`config.mk`:
```
export PLATFORM = sky130hd
export DESIGN_NAME = if_stage
export DESIGN_NICKNAME = d
export VERILOG_FILES = /design/src/rtl/mips_pkg.sv /design/src/rtl/if_id_reg.sv /design/src/rtl/if_stage.sv
export SDC_FILE = /design/constraint.sdc
export NUM_CORES = 1
export LEC_CHECK = 0
export BUFFER_PORTS_ARGS = -buffer_cell sky130_fd_sc_hd__buf_2
export CORE_MARGIN = 1
export CORE_UTILIZATION = 45
export DETAILED_ROUTE_END_ITERATION = 6
export PLACE_DENSITY = 0.68
export SKIP_CTS_REPAIR_TIMING = 1
export SYNTH_ARGS = -nofsm -noshare
export SYNTH_HDL_FRONTEND = slang
export SYNTH_SLANG_ARGS = --single-unit
export TNS_END_PERCENT = 1
```
`constraint.sdc`:
```
create_clock -name Clk -period 4.1 [get_ports Clk]
set_input_delay 0.205 -clock Clk [delete_from_list [all_inputs] [get_ports Clk]]
set_output_delay 0.205 -clock Clk [all_outputs]
set_load 0.02 [all_outputs]
```
`src/rtl/mips_pkg.sv`:
```
// Shared definitions for the MIPS pipeline: bubble instruction, reset PC
// default, fetch-FSM state encoding and PC increment helper.
package mips_pkg;

    // All-zero word decodes to all-zero controls (sll $0,$0,0).
    localparam logic [31:0] NOP_INSTR        = 32'h0000_0000;
    localparam logic [31:0] RESET_PC_DEFAULT = 32'h0000_0000;

    typedef enum logic [1:0] {
        FETCH = 2'd0,   // request outstanding on PC
        HOLD  = 2'd1,   // fetched word parked in buffer while decode stalls
        DRAIN = 2'd2    // redirect seen mid-request; finish old request, then jump
    } fetch_state_e;

    // Sequential PC step; wraps mod 2^32, low two bits passed through.
    function automatic logic [31:0] pc_plus4(input logic [31:0] pc);
        return pc + 32'd4;
    endfunction

endpackage

```
`src/rtl/if_id_reg.sv`:
```
// IF/ID pipeline register: PC+4, instruction word and valid flag.
// Flush turns the entry into a bubble (IR=NOP, valid=0); load captures a
// new entry; otherwise the entry is held.
module if_id_reg
    import mips_pkg::*;
#(
    parameter logic [31:0] RESET_PC = RESET_PC_DEFAULT,
    parameter logic [31:0] NOP_WORD = NOP_INSTR
) (
    input  logic        clk,
    input  logic        rst_n,
    input  logic        load_en,
    input  logic        flush_en,
    input  logic [31:0] pc_next,
    input  logic [31:0] ir_next,
    output logic [31:0] pc_reg,
    output logic [31:0] ir_reg,
    output logic        valid_reg
);

    // Register update: reset, then flush beats load, otherwise hold.
    always_ff @(posedge clk) begin
        if (!rst_n) begin
            pc_reg    <= RESET_PC + 32'd4;
            ir_reg    <= NOP_WORD;
            valid_reg <= 1'b0;
        end else if (flush_en) begin
            ir_reg    <= NOP_WORD;
            valid_reg <= 1'b0;
        end else if (load_en) begin
            pc_reg    <= pc_next;
            ir_reg    <= ir_next;
            valid_reg <= 1'b1;
        end
    end

endmodule

```
`src/rtl/if_stage.sv`:
```
// Instruction-fetch stage: PC register, next-PC selection, req/ready
// instruction-memory handshake, one-entry stall buffer and the IF/ID register.
module if_stage
    import mips_pkg::*;
#(
    parameter logic [31:0] RESET_PC  = mips_pkg::RESET_PC_DEFAULT,
    parameter logic [31:0] NOP_INSTR = mips_pkg::NOP_INSTR
) (
    input  logic        Clk,
    input  logic        Rst_n,
    input  logic [31:0] In_BranchPC,
    input  logic [31:0] In_JumpPC,
    input  logic        In_PCSrc,
    input  logic        In_Jump,
    input  logic        In_Stall,
    output logic [31:0] Out_IMemAddr,
    output logic        Out_IMemReq,
    input  logic [31:0] In_IMemData,
    input  logic        In_IMemReady,
    output logic [31:0] Out_PC,
    output logic [31:0] Out_IR,
    output logic        Out_Valid
);

    fetch_state_e state_reg, state_next;
    logic [31:0]  pc_reg, pc_next;
    logic [31:0]  pc_inc;
    logic [31:0]  target;
    logic [31:0]  target_reg, target_next;
    logic [31:0]  buf_pc_reg, buf_pc_next;
    logic [31:0]  buf_ir_reg, buf_ir_next;
    logic         redirect;
    logic         ifid_load, ifid_flush;
    logic [31:0]  ifid_pc, ifid_ir;

    // Decode's branch/jump decision only counts for a real, unstalled instruction.
    assign redirect = (In_PCSrc | In_Jump) & Out_Valid & ~In_Stall;
    assign target   = In_Jump ? In_JumpPC : In_BranchPC;
    assign pc_inc   = pc_plus4(pc_reg);

    // The fetch address is the PC itself, so it cannot move while a request waits.
    assign Out_IMemAddr = pc_reg;
    assign Out_IMemReq  = Rst_n & ((state_reg == FETCH) | (state_reg == DRAIN));

    // Next-state, next-PC, buffer and IF/ID control for the fetch FSM.
    always_comb begin
        state_next  = state_reg;
        pc_next     = pc_reg;
        target_next = target_reg;
        buf_pc_next = buf_pc_reg;
        buf_ir_next = buf_ir_reg;
        ifid_load   = 1'b0;
        ifid_flush  = 1'b0;
        ifid_pc     = pc_inc;
        ifid_ir     = In_IMemData;
        case (state_reg)
            FETCH: begin
                if (redirect) begin
                    ifid_flush = 1'b1;
                    if (In_IMemReady) begin
                        pc_next = target;
                    end else begin
                        // Memory still owes us the old word; remember where to go.
                        target_next = target;
                        state_next  = DRAIN;
                    end
                end else if (In_IMemReady) begin
                    pc_next = pc_inc;
                    if (!In_Stall) begin
                        ifid_load = 1'b1;
                    end else begin
                        buf_pc_next = pc_inc;
                        buf_ir_next = In_IMemData;
                        state_next  = HOLD;
                    end
                end else if (!In_Stall) begin
                    ifid_flush = 1'b1;
                end
            end
            HOLD: begin
                if (redirect) begin
                    buf_ir_next = NOP_INSTR;
                    ifid_flush  = 1'b1;
                    pc_next     = target;
                    state_next  = FETCH;
                end else if (!In_Stall) begin
                    ifid_load  = 1'b1;
                    ifid_pc    = buf_pc_reg;
                    ifid_ir    = buf_ir_reg;
                    state_next = FETCH;
                end
            end
            DRAIN: begin
                // IF/ID already holds a bubble; keep it that way.
                ifid_flush = ~In_Stall;
                if (In_IMemReady) begin
                    pc_next    = target_reg;
                    state_next = FETCH;
                end
            end
            default: begin
                ifid_flush = 1'b1;
                state_next = FETCH;
            end
        endcase
    end

    // State, PC, redirect target and stall buffer registers.
    always_ff @(posedge Clk) begin
        if (!Rst_n) begin
            state_reg  <= FETCH;
            pc_reg     <= RESET_PC;
            target_reg <= RESET_PC;
            buf_pc_reg <= RESET_PC + 32'd4;
            buf_ir_reg <= NOP_INSTR;
        end else begin
            state_reg  <= state_next;
            pc_reg     <= pc_next;
            target_reg <= target_next;
            buf_pc_reg <= buf_pc_next;
            buf_ir_reg <= buf_ir_next;
        end
    end

    if_id_reg #(
        .RESET_PC (RESET_PC),
        .NOP_WORD (NOP_INSTR)
    ) u_if_id (
        .clk       (Clk),
        .rst_n     (Rst_n),
        .load_en   (ifid_load),
        .flush_en  (ifid_flush),
        .pc_next   (ifid_pc),
        .ir_next   (ifid_ir),
        .pc_reg    (Out_PC),
        .ir_reg    (Out_IR),
        .valid_reg (Out_Valid)
    );

endmodule

```
## Word-level counts from Yosys, hierarchy flattened

Cells that the tools add are included.

| word-level totals | value |
|---|---|
| flip-flop bits (word level) | 195 |
| input port bits | 102 |
| output and inout bits | 98 |
| logic and storage cells | 73 |

| operators by class | value |
|---|---|
| add/subtract/negate cells | 1 |
| equality and inequality tests | 10 |
| multiplexer cells | 34 |
| bitwise logic cells | 10 |
| reductions and logical operators | 10 |

Operators by type and width:

| operator | count |
|---|---|
| 32-bit two-way mux | 15 |
| 32-bit one-hot mux with 3 select lines | 1 |
| 32-bit one-hot mux with 2 select lines | 1 |
| 32-bit by 3-bit adder with 32-bit output, second input constant | 1 |
| 2-bit two-way mux | 7 |
| 3-bit inequality test, second input constant | 4 |
| 2-bit inequality test, second input constant | 4 |
| 4-bit AND reduction | 2 |
| 1-bit two-way mux | 7 |
| 2-bit one-hot mux with 3 select lines | 1 |
| 3-bit AND reduction | 2 |
| 1-bit inverter | 5 |
| 5-bit AND reduction | 1 |
| 1-bit AND | 3 |
| 1-bit one-hot mux with 3 select lines | 1 |
| 3-bit nonzero test | 1 |
| 2-bit by 1-bit == test with 1-bit output, second input constant | 1 |
| 2-bit == test, second input constant | 1 |
| 2-bit zero test | 1 |
| 1-bit OR | 2 |
| 1-bit one-hot mux with 2 select lines | 1 |
| 2-bit AND reduction | 1 |
| 2-bit nonzero test | 1 |
| 2-bit OR reduction | 1 |

## Logic depth before layout (Yosys ltp)

Gate-level depths: netlist of the first run.

| depth | value |
|---|---|
| depth in word-level cells | 7 |
| gate-level depth with buffers | 10 |
| gate-level depth less buffers | 7 |

## By module

From an unflattened synthesis of the first run, not the netlist that was laid out.

| second synthesis, totals | value |
|---|---|
| cells, all modules | 1161 |
| area total of the unflattened synthesis | 9890.7 sq um |

Modules (own cells, without submodules):

| module | times used | cells each | area an instance (sq um) | seq. area each (sq um) |
|---|---|---|---|---|
| if_stage | 1 | 913 | 7429.6 | 2602.5 |
| if_id_reg | 1 | 248 | 2461.1 | 1301.2 |

## Worst setup path after synthesis of the first run

OpenSTA, ideal clock, no wires.

| timing | value |
|---|---|
| kind | reg-to-reg |
| from | register state_reg[0] |
| to | register pc_reg[17] (netlist: Out_IMemAddr[17]) |
| library setup time | 119 ps |
| data arrival time | 1908 ps |
| data required time | 3981 ps |
| setup slack | 2073 ps |
| stages on the path, launching flop included | 9 |
| buffers on the path | 2 |
| period minus slack after synthesis | 2027 ps |
| cells stage by stage | dfxtp_1 -> inv_1 -> ha_1 -> clkbuf_1 -> nor3_1 -> clkbuf_1 -> a32oi_1 -> o21a_1 -> o221a_2 |

| on the way | value |
|---|---|
| word-level cells in the longest chain between the ends | 3 |
| elaborated cells between the ends (all ways) | 9 |
| classes of those cells | 5 x eq/ne; 1 x mux; 3 x reduce/logical |

RTL lines:

| element | RTL line | text |
|---|---|---|
| start: declaration | if_stage.sv:25 | `fetch_state_e state_reg, state_next;` |
| start signal: assignment | if_stage.sv:117 | `state_reg <= state_next;` |
| 2-bit by 1-bit == test with 1-bit output, or another cell as far along | if_stage.sv:56 | `case (state_reg)` |
| 2-bit inequality test (no line) / 3-bit nonzero test (equally long branches) | n/a |  |
| 4-bit AND reduction (no line) | n/a |  |
| end signal: assignment | if_stage.sv:118 | `pc_reg <= pc_next;` |
| end: declaration | if_stage.sv:26 | `logic [31:0] pc_reg, pc_next;` |

Several ways; a longest one is shown, not always the timed one.
A chain may end at the register's enable or synchronous reset.

## Final worst setup path of the first run

| timing | value |
|---|---|
| from | register state_reg[0] |
| to | register u_if_id.pc_reg[31] |

| on the way | value |
|---|---|
| word-level cells in the longest chain between the ends | 4 |
| elaborated cells between the ends (all ways) | 8 |
| classes of those cells | 2 x eq/ne; 3 x mux; 1 x bitwise; 2 x reduce/logical |

RTL lines:

| element | RTL line | text |
|---|---|---|
| 2-bit == test, or another cell as far along | if_stage.sv:56 |  |
| 1-bit one-hot mux with 3 select lines | if_stage.sv:56 |  |
| 1-bit inverter (no line) | n/a |  |
| 2-bit AND reduction (no line) | n/a |  |
| end signal: assignment | if_id_reg.sv:24 | `pc_reg <= RESET_PC + 32'd4;` |
| end signal: assignment | if_id_reg.sv:31 | `pc_reg <= pc_next;` |
| end: declaration | if_id_reg.sv:16 | `output logic [31:0] pc_reg,` |

Several ways; a longest one is shown, not always the timed one.

==> flow_summary.yaml, run 1 <==
global_route:
  grt_pass1_wl_microns: 43070
  grt_overflow: 0
  grt_pass1_vias: 8060
  antenna_found_initial: 0
  grt_max_degree: 89
  grtUsageTotal: 0.2508
logic_synthesis:
  ys_seq_elements: 195
  synthCells: 1140
  yosys.area.top_type_share: 0.4123
  syn_area_sq_um: 9468
  ys_top_cells_by_count: "195 x dfxtp_1, 159 x nor2_1, 137 x nand2_1"
  syn_avg_cell_area_sq_um: 8.305
  synthFlopType: "dfxtp_1"
  yosys.cell_count.top_type: "dfxtp_1"
  ys_types: 74
  synth_nets: 1247
  async_reset_ff_frac: 0
  ys_seq_area_frac: 0.4123
  yosysWarningCount: 0
  synthTopCellsByArea: "dfxtp_1 41%, nor2_1 6.3%, nand2_1 5.4%"
  synth_edf_count: 0
  yosys.area.top_type: "dfxtp_1"
timing:
  finalCriticalPeriod_ns: 2.842
  timing.fmax_mhz: 351.8
  fin_setup_tns_ns: 0
  timing.hold.ws_ns: 0.02149
  worst_slew_pin_slew_ns: 0.9448
  relSlewSlack: 0.3701
  finalHoldViolCount: 0
  rsz0062_at_grt: "false"
  clock_skew_ns: 0.01459
  final-setup-viol-count: 0
  drv_slew: 0
  period_share: 0.6932
placed_design:
  place_inst: 1526
  post-dp-hpwl_microns: 18590
  io_buffers: 199
  routabilityCongestion: 0.8889
status:
  status: "completed"
clock_tree:
  path_clk_slew_ns: 0.08
  root_buffer: "clkbuf_16"
  clk_latency_ns: 0.45
  tritoncts: "yes"
  cts-htree-levels: 4
  cts.path.max_buffers: 2
  clock_sinks: 195
  numCtsBuffers: 17
routing:
  drc: 0
  via_count: 9077
  routed_via_density: 5.826
  drtPass1Iterations: 5
  wire_per_inst_microns: 17.61
  final_antenna_net_count: 0
  finalWirelength_microns: 27430
  drt-initial-drc-count: 784
critical_path:
  critical_path_class: "reg2reg"
  cp.required_ns: 4.48
  critPathSlowestCell: "or4_1"
  arrival_ns: 3.23
  critical-path-max-stage-delay_ns: 0.61
  worstSetupStartpointType: "flip-flop"
  crit_buf_inv: 2
  crit_path_end_kind: "flip-flop"
  critPathTopFamily: "simple AND/OR/NAND/NOR gates"
  cp_cell_sequence: "inv_1 -> ha_1 -> nor2_1 -> o2111a_1 -> buf_4 -> nand3_2 -> or4_1 -> nand3_1"
  path_max_fanout: 26
floorplanning:
  die_w_microns: 147.1
  coreArea_sq_um: 20430
  start_util: 0.4634
  dieHeight_microns: 147.1
  ioPinCount: 200
  dieArea_sq_um: 21620
  rows: 52
cells_and_area:
  stdcell_count: 1558
  drive_gt1_frac: 0.2345
  nNetsFinal: 1382
  area_growth_pct: 18.28
  insertedDiodeCount: 0
worst_hold_path:
  min_path_type: "in2reg"
power:
  ir_drop_v: 0.0003411
  power_mw: 5.042
  p_leak_nw: 4.382
  power_density_nw_per_um2: 450.2
flow_run:
  cap_violations: 0
## worst paths after layout
check                                       from                         endpoint  slack (ns)  cells after the start
setup / recovery       state_reg[0]$_SDFFE_PN0P_  u_if_id.pc_reg[31]$_SDFFE_PN0P_        1.26                      8
hold / removal                   In_IMemData[15]      buf_ir_reg[15]$_SDFFE_PN0P_        0.02                      3
setup reg to reg       state_reg[0]$_SDFFE_PN0P_  u_if_id.pc_reg[31]$_SDFFE_PN0P_        1.26                      8
hold reg to reg   u_if_id.pc_reg[5]$_SDFFE_PN0P_   u_if_id.pc_reg[5]$_SDFFE_PN0P_        0.45                      2
## worst reg2reg max path, cell delays in order, from the launching register on
cell	delay, ns
dfxtp_1	0.41
inv_1	0.10
ha_1	0.53
nor2_1	0.29
o2111a_1	0.22
buf_4	0.22
nand3_2	0.32
or4_1	0.61
nand3_1	0.09
## report_power, final
group | internal, mW | switching, mW | leakage (nW)
clock network | 0.943 | 0.849 | 0.309
logic | 0.376 | 0.693 | 2.48
registers | 2.04 | 0.145 | 1.59
total | 3.35 | 1.69 | 4.38
## cell families (layout without fill, tap and decap cells)
kind of cell               count (synthesis)  after routing  synth area share
muxes                                     46             46           0.05061
and+or+nand+nor                          448            448            0.2284
DFF                                      195            195            0.4123
xor gates and xnor gates                  25             25           0.02313
AOI/OAI and AO/OA                        307            307            0.2281
buffers and inverters                    114            262           0.05088
adders and majority gates                  5              5          0.006608
## cells in the final DEF (no fill, tap or decap), types with 6 or more instances in the layout
cell	synthesis	final
mux2_2	15	15
nand4_1	10	10
xnor2_1	17	17
nor3_1	28	28
a21oi_1	44	43
and3_1	8	8
buf_4	3	20
mux2i_1	31	31
nand2b_1	15	15
inv_1	10	9
clkbuf_16	0	17
o22ai_1	13	13
a32oi_1	11	11
o21ai_0	49	49
o31ai_1	6	6
a22oi_1	46	46
buf_2	34	199
nor4_1	8	8
nor2b_1	6	6
o211ai_1	11	11
xor2_1	8	8
nand2_1	137	137
dfxtp_1	195	195
nor2_1	159	157
a311oi_1	37	37
nand3_1	32	31
a31oi_1	10	10
a211oi_1	35	35
## layout make-up
| cell class | instances | area (sq um) |
|---|---|---|
| fillers | 1933 | 9231 |
| inverters | 10 | 38.79 |
| multi-input cells | 831 | 5120 |
| clock inverters | 15 | 206.4 |
| well taps | 270 | 337.8 |
| flip-flops and latches | 195 | 3904 |
| clock buffers | 17 | 425.4 |
| repair buffers | 220 | 1166 |
## through the flow
step	setup WS, ns	utilization	cell area, sq um
floorplan	2.073	-	9468
global placement	1.273	0.5172	10570
detailed placement	1.264	0.5172	10570
CTS	1.268	0.5481	11200
global route	1.071	0.5481	11200
finish	1.258	0.5481	11200
## per-layer routing
metal | part of all wire | vias up | track usage
met4 | 0.020 | 0 | 0.07268
li1 | - | 4426 | -
met1 | 0.45 | 4277 | 0.3515
met3 | 0.064 | 39 | 0.03851
met2 | 0.46 | 335 | 0.3976
met5 | 0 | - | 0
No activity file was read; power rests on OpenSTA's default activity.
==> inputs of run 2 (changes only) <==
--- a/config.mk
+++ b/config.mk
@@ -9,7 +9,7 @@
 export CORE_MARGIN = 1
 export CORE_UTILIZATION = 45
 export DETAILED_ROUTE_END_ITERATION = 6
-export PLACE_DENSITY = 0.68
+export PLACE_DENSITY = 0.7
 export SKIP_CTS_REPAIR_TIMING = 1
 export SYNTH_ARGS = -nofsm -noshare
 export SYNTH_HDL_FRONTEND = slang
==> constraint.sdc (replaced) <==
create_clock -name Clk -period 2.6 [get_ports Clk]
set_input_delay 0.13 -clock Clk [delete_from_list [all_inputs] [get_ports Clk]]
set_output_delay 0.13 -clock Clk [all_outputs]
set_load 0.02 [all_outputs]
==> run 2 against run 1 <==
  * The run now ends with hold timing left
  * Hold slack got worse by 0.035 ns
  * Register-to-register slack got worse by 0.92 ns
  * Sequential power rose by 57%
  * Critical path depth fell by 1
  * Via count rose by 2.7%
  * Clock power rose by 51%
  * Non-clock buffer count rose by 56
  * Power rose by 57%
  * First-iteration DRC count rose by 3.2%
  * Critical path type unchanged
  * Critical endpoint unchanged
  * Largest cell class unchanged
==> flow_summary.yaml, run 2 (same netlist as run 1, synthesis figures left out) <==
status:
  status: "complete, but fails checks"
  violations: "hold timing"
power:
  power_mw: 7.938
  p_leak_nw: 4.624
  power_density_nw_per_um2: 678.9
  ir_drop_v: 0.0004890
placed_design:
  routabilityCongestion: 0.8994
  post-dp-hpwl_microns: 19410
  io_buffers: 199
  dpl_worst_slack_ns: 0.4022
floorplanning:
  coreArea_sq_um: 20430
  ioPinCount: 200
  rows: 52
  start_util: 0.4634
  dieHeight_microns: 147.1
  die_w_microns: 147.1
  dieArea_sq_um: 21620
timing:
  timing.hold.ws_ns: -0.01383
  clock_skew_ns: 0.009426
  finalHoldViolCount: 4
  finalCriticalPeriod_ns: 2.266
  final-setup-viol-count: 0
  worst_slew_pin_slew_ns: 0.7152
  fin_setup_tns_ns: 0
  timing.fmax_mhz: 441.2
  period_share: 0.8717
  worst_slack_ns: 0.3335
  rsz0062_at_grt: "false"
  relSlewSlack: 0.5232
  drv_slew: 0
global_route:
  grt_max_degree: 65
  grt_overflow: 0
  grt_pass1_vias: 8586
  grt_pass1_wl_microns: 45140
  grtUsageTotal: 0.2617
  antenna_found_initial: 0
critical_path:
  rrSetupSlack_ns: 0.33
  worstSetupStartpointType: "flip-flop"
  rr_startpoint: "state_reg[0]$_SDFFE_PN0P_"
  critPathLaunch: "state_reg[0]$_SDFFE_PN0P_"
  arrival_ns: 2.65
  path_max_fanout: 11
  cp.required_ns: 2.98
  critical_path_class: "reg2reg"
  crit_path_end_kind: "flip-flop"
cells_and_area:
  multi_input_area_sq_um: 5120
  most-common-layout-cells: "199 x buf_2, 195 x dfxtp_1, 157 x nor2_1"
  drive_gt1_frac: 0.2440
  nNetsFinal: 1438
  num-fill-cells: 1861
  seq_area_sq_um: 3904
  final_common_cell: "buf_2"
  area_growth_pct: 23.51
  insertedDiodeCount: 0
routing:
  met3WireLength_microns: 1724
  dr.max_layer_used: "met4"
  routed_via_density: 5.776
  final_antenna_net_count: 0
  drt-initial-drc-count: 809
  drc: 0
  drtPass1Iterations: 6
  finalWirelength_microns: 28430
  wire_per_inst_microns: 17.62
  wl_met2_microns: 13120
  wl_met1_microns: 12630
  via_count: 9323
clock_tree:
  tritoncts: "yes"
  cts.path.max_buffers: 2
  cts-htree-levels: 4
  root_buffer: "clkbuf_16"
  path_clk_slew_ns: 0.08
  numCtsBuffers: 17
  clock_sinks: 195
  clk_latency_ns: 0.44
worst_hold_path:
  min-delay-start: "In_IMemData[10]"
  min_path_type: "in2reg"
flow_run:
  cap_violations: 0
run 2: cell count changes in the layout (fill, tap and decap cells not counted):
cell / previous run / this run
buf_4: 20 / 44
inv_8: 4 / 3
bufinv_16: 2 / 1
clkinvlp_4: 0 / 1
clkinv_4: 1 / 2
buf_12: 1 / 3
dlygate4sd3_1: 0 / 30
run 2: final cells by class:
type / instances / share of cell area
clock inverters: 15 / 0.01551
flip-flops and latches: 195 / 0.3338
inverters: 10 / 0.003317
clock buffers: 17 / 0.03638
repair buffers: 276 / 0.1442
multi-input cells: 831 / 0.4378
well taps: 270 / 0.02889
run 2: per-layer routing:
layer | GRT usage | vias up
met5 | 0 | -
li1 | - | 4536
met2 | 0.4210 | 387
met3 | 0.04534 | 75
met1 | 0.3463 | 4325
met4 | 0.1077 | 0
run 2: power breakdown:
| part | leakage (nW) | switching (mW) | internal, mW | total [mW] |
|---|---|---|---|---|
| combinational | 2.74 | 1.14 | 0.677 | 1.81 |
| sequential | 1.59 | 0.211 | 3.21 | 3.42 |
| clock | 0.293 | 1.32 | 1.38 | 2.70 |
| total | 4.62 | 2.67 | 5.27 | 7.94 |
run 2: through the flow:
step / utilization / area [sq um] / cells / hold WS (ns)
4_1_cts: 0.5577 / 11390 / 1584 / -0.05900
2_1_floorplan: - / 9468 / 1140 / 0.2908
5_1_grt: 0.5724 / 11690 / 1614 / 0.0009169
3_3_place_gp: 0.5280 / 10790 / 1552 / 0.3987
3_5_place_dp: 0.5280 / 10790 / 1552 / 0.4049
6_report: 0.5724 / 11690 / 1614 / -0.01383
run 2: path summary, 6_finish.rpt:
kind,endpoint,cells after the start
min reg2reg,u_if_id.pc_reg[6]$_SDFFE_PN0P_,2
max,u_if_id.pc_reg[31]$_SDFFE_PN0P_,7
min,u_if_id.ir_reg[10]$_SDFFE_PP0P_,3
max reg2reg,u_if_id.pc_reg[31]$_SDFFE_PN0P_,7
run 2: worst max-delay path: stages, from the launching register on:
cell and delay, ns:
dfxtp_1 0.42, inv_1 0.11, ha_1 0.34, nor2b_1 0.30, o2111a_1 0.35, nand3_2 0.10
or4_1 0.51, nand3_1 0.09
==> inputs of run 3 (changes only) <==
--- a/config.mk
+++ b/config.mk
@@ -6,10 +6,12 @@
 export NUM_CORES = 1
 export LEC_CHECK = 0
 export BUFFER_PORTS_ARGS = -buffer_cell sky130_fd_sc_hd__buf_2
+export CELL_PAD_IN_SITES_DETAIL_PLACEMENT = 0
+export CELL_PAD_IN_SITES_GLOBAL_PLACEMENT = 2
 export CORE_MARGIN = 1
-export CORE_UTILIZATION = 45
+export CORE_UTILIZATION = 29
 export DETAILED_ROUTE_END_ITERATION = 6
-export PLACE_DENSITY = 0.7
+export PLACE_DENSITY_LB_ADDON = 0.1
 export SKIP_CTS_REPAIR_TIMING = 1
 export SYNTH_ARGS = -nofsm -noshare
 export SYNTH_HDL_FRONTEND = slang
==> run 3 against run 2 <==
  * The run now ends clean
  * Wire length grew 19%
  * Sequential cell count is the same
  * Worst setup slack lost 0.0094 ns
  * Register-to-register slack about the same
  * Maximum frequency down 0.41%
  * Via count shrank 2.6%
  * Non-clock buffer count rose by 11
  * Largest cell class unchanged
==> flow_summary.yaml, run 3 (same netlist as run 1, synthesis figures left out) <==
floorplanning:
  start_util: 0.2977
  coreArea_sq_um: 31800
  dieArea_sq_um: 33370
  die_w_microns: 182.7
  dieHeight_microns: 182.7
  rows: 65
  ioPinCount: 200
critical_path:
  r2r_cells: 9
  cp.required_ns: 2.94
  arrival_ns: 2.61
  crit_path_end_kind: "flip-flop"
  rrSetupSlack_ns: 0.32
  worstSetupStartpointType: "flip-flop"
  critical_path_class: "reg2reg"
  rr_startpoint: "state_reg[0]$_SDFFE_PN0P_"
  reg2reg_to: "Out_IMemAddr[5]$_SDFFE_PN0P_"
  path_max_fanout: 10
timing:
  finalCriticalPeriod_ns: 2.276
  drv_slew: 0
  final-setup-viol-count: 0
  timing.fmax_mhz: 439.4
  rsz0062_at_grt: "false"
  clock_skew_ns: 0.01487
  fin_setup_tns_ns: 0
  period_share: 0.8754
  finalHoldViolCount: 0
  relSlewSlack: 0.4865
  worst_slew_pin_slew_ns: 0.7657
routing:
  finalWirelength_microns: 33850
  wire_per_inst_microns: 18.91
  final_antenna_net_count: 0
  via_count: 9079
  drtPass1Iterations: 5
  routed_via_density: 5.072
  drc: 0
  drt-initial-drc-count: 517
clock_tree:
  cts-htree-levels: 4
  root_buffer: "clkbuf_16"
  path_clk_slew_ns: 0.08
  tritoncts: "yes"
  clock_sinks: 195
  clk_latency_ns: 0.46
  cts.path.max_buffers: 2
  numCtsBuffers: 17
global_route:
  grt_overflow: 0
  antenna_found_initial: 0
  grtUsageTotal: 0.2043
  grt_pass1_wl_microns: 51940
  grt_max_degree: 65
  grt_pass1_vias: 8464
cells_and_area:
  drive_gt1_frac: 0.2494
  num-fill-cells: 3404
  final_common_cell: "buf_2"
  most-common-layout-cells: "199 x buf_2, 195 x dfxtp_1, 156 x nor2_1"
  nNetsFinal: 1449
  area_growth_pct: 26.54
  multi_input_area_sq_um: 5122
  stdcell_area_sq_um: 11980
  finish.utilization: 0.3767
  insertedDiodeCount: 0
  seq_area_sq_um: 3904
flow_run:
  cap_violations: 0
power:
  ir_drop_v: 0.0005124
  power_density_nw_per_um2: 674.2
  p_leak_nw: 4.683
placed_design:
  routabilityCongestion: 0.8076
  io_buffers: 199
  post-dp-hpwl_microns: 23910
  place_area_sq_um: 11060
worst_hold_path:
  min_path_type: "in2reg"
  min-delay-start: "Rst_n"
  worstHoldEndpoint: "u_if_id.pc_reg[2]$_SDFFE_PN1P_"
  hold_path_depth: 2
status:
  status: "completed"
## run 3: report_power, final
part           internal (mW)  switching (mW)
clock network           1.40            1.35
registers               3.21           0.208
logic                  0.705            1.21
total                   5.31            2.76
## run 3: worst max-delay path: stages (launching register included)
cell and delay (ns):
dfxtp_1 0.41, inv_1 0.10, ha_1 0.48, buf_4 0.24, and2_0 0.16, buf_4 0.17, nand2_1 0.06, o21ai_0 0.09
nor4_1 0.36, nor3_1 0.09
## run 3: area by class of cell
type                       instances  area share
multi-input combinational        831      0.4276
clock inverter                    14     0.01316
sequential                       195      0.3258
tap                              435     0.04543
inverter                          10    0.003238
clock buffer                      18     0.03666
timing repair buffer             287      0.1481
## run 3: worst max path at each step
stage,to,depth (start not counted),startpoint
floorplan,Out_IMemAddr[17]$_SDFFE_PN0P_,8,state_reg[0]$_SDFFE_PN0P_
global placement,u_if_id.pc_reg[23]$_SDFFE_PN0P_,7,state_reg[0]$_SDFFE_PN0P_
detailed placement,u_if_id.pc_reg[21]$_SDFFE_PN0P_,7,state_reg[1]$_SDFFE_PN0P_
CTS,u_if_id.pc_reg[21]$_SDFFE_PN0P_,7,state_reg[1]$_SDFFE_PN0P_
global route,Out_IMemAddr[5]$_SDFFE_PN0P_,9,state_reg[0]$_SDFFE_PN0P_
finish,Out_IMemAddr[5]$_SDFFE_PN0P_,9,state_reg[0]$_SDFFE_PN0P_
## run 3: through the flow
stage	instances	hold WS [ns]	setup WS, ns	total power [mW]
after floorplan	1140	0.2908	0.5729	4.611
after global placement	1726	0.4004	0.1232	5.386
after detailed placement	1726	0.4073	0.02622	5.387
after CTS	1758	-0.07990	0.02401	8.161
after global routing	1790	0.03446	0.1201	8.510
final	1790	0.02073	0.3241	8.077
## run 3: layer usage
| layer | global-route usage | part of all wire | routed length [microns] |
|---|---|---|---|
| met2 | 0.3429 | 0.48 | 16310 |
| met4 | 0.05143 | 0.012 | 408 |
| met1 | 0.2699 | 0.46 | 15740 |
| met5 | 0 | 0 | 0 |
| met3 | 0.03552 | 0.041 | 1395 |
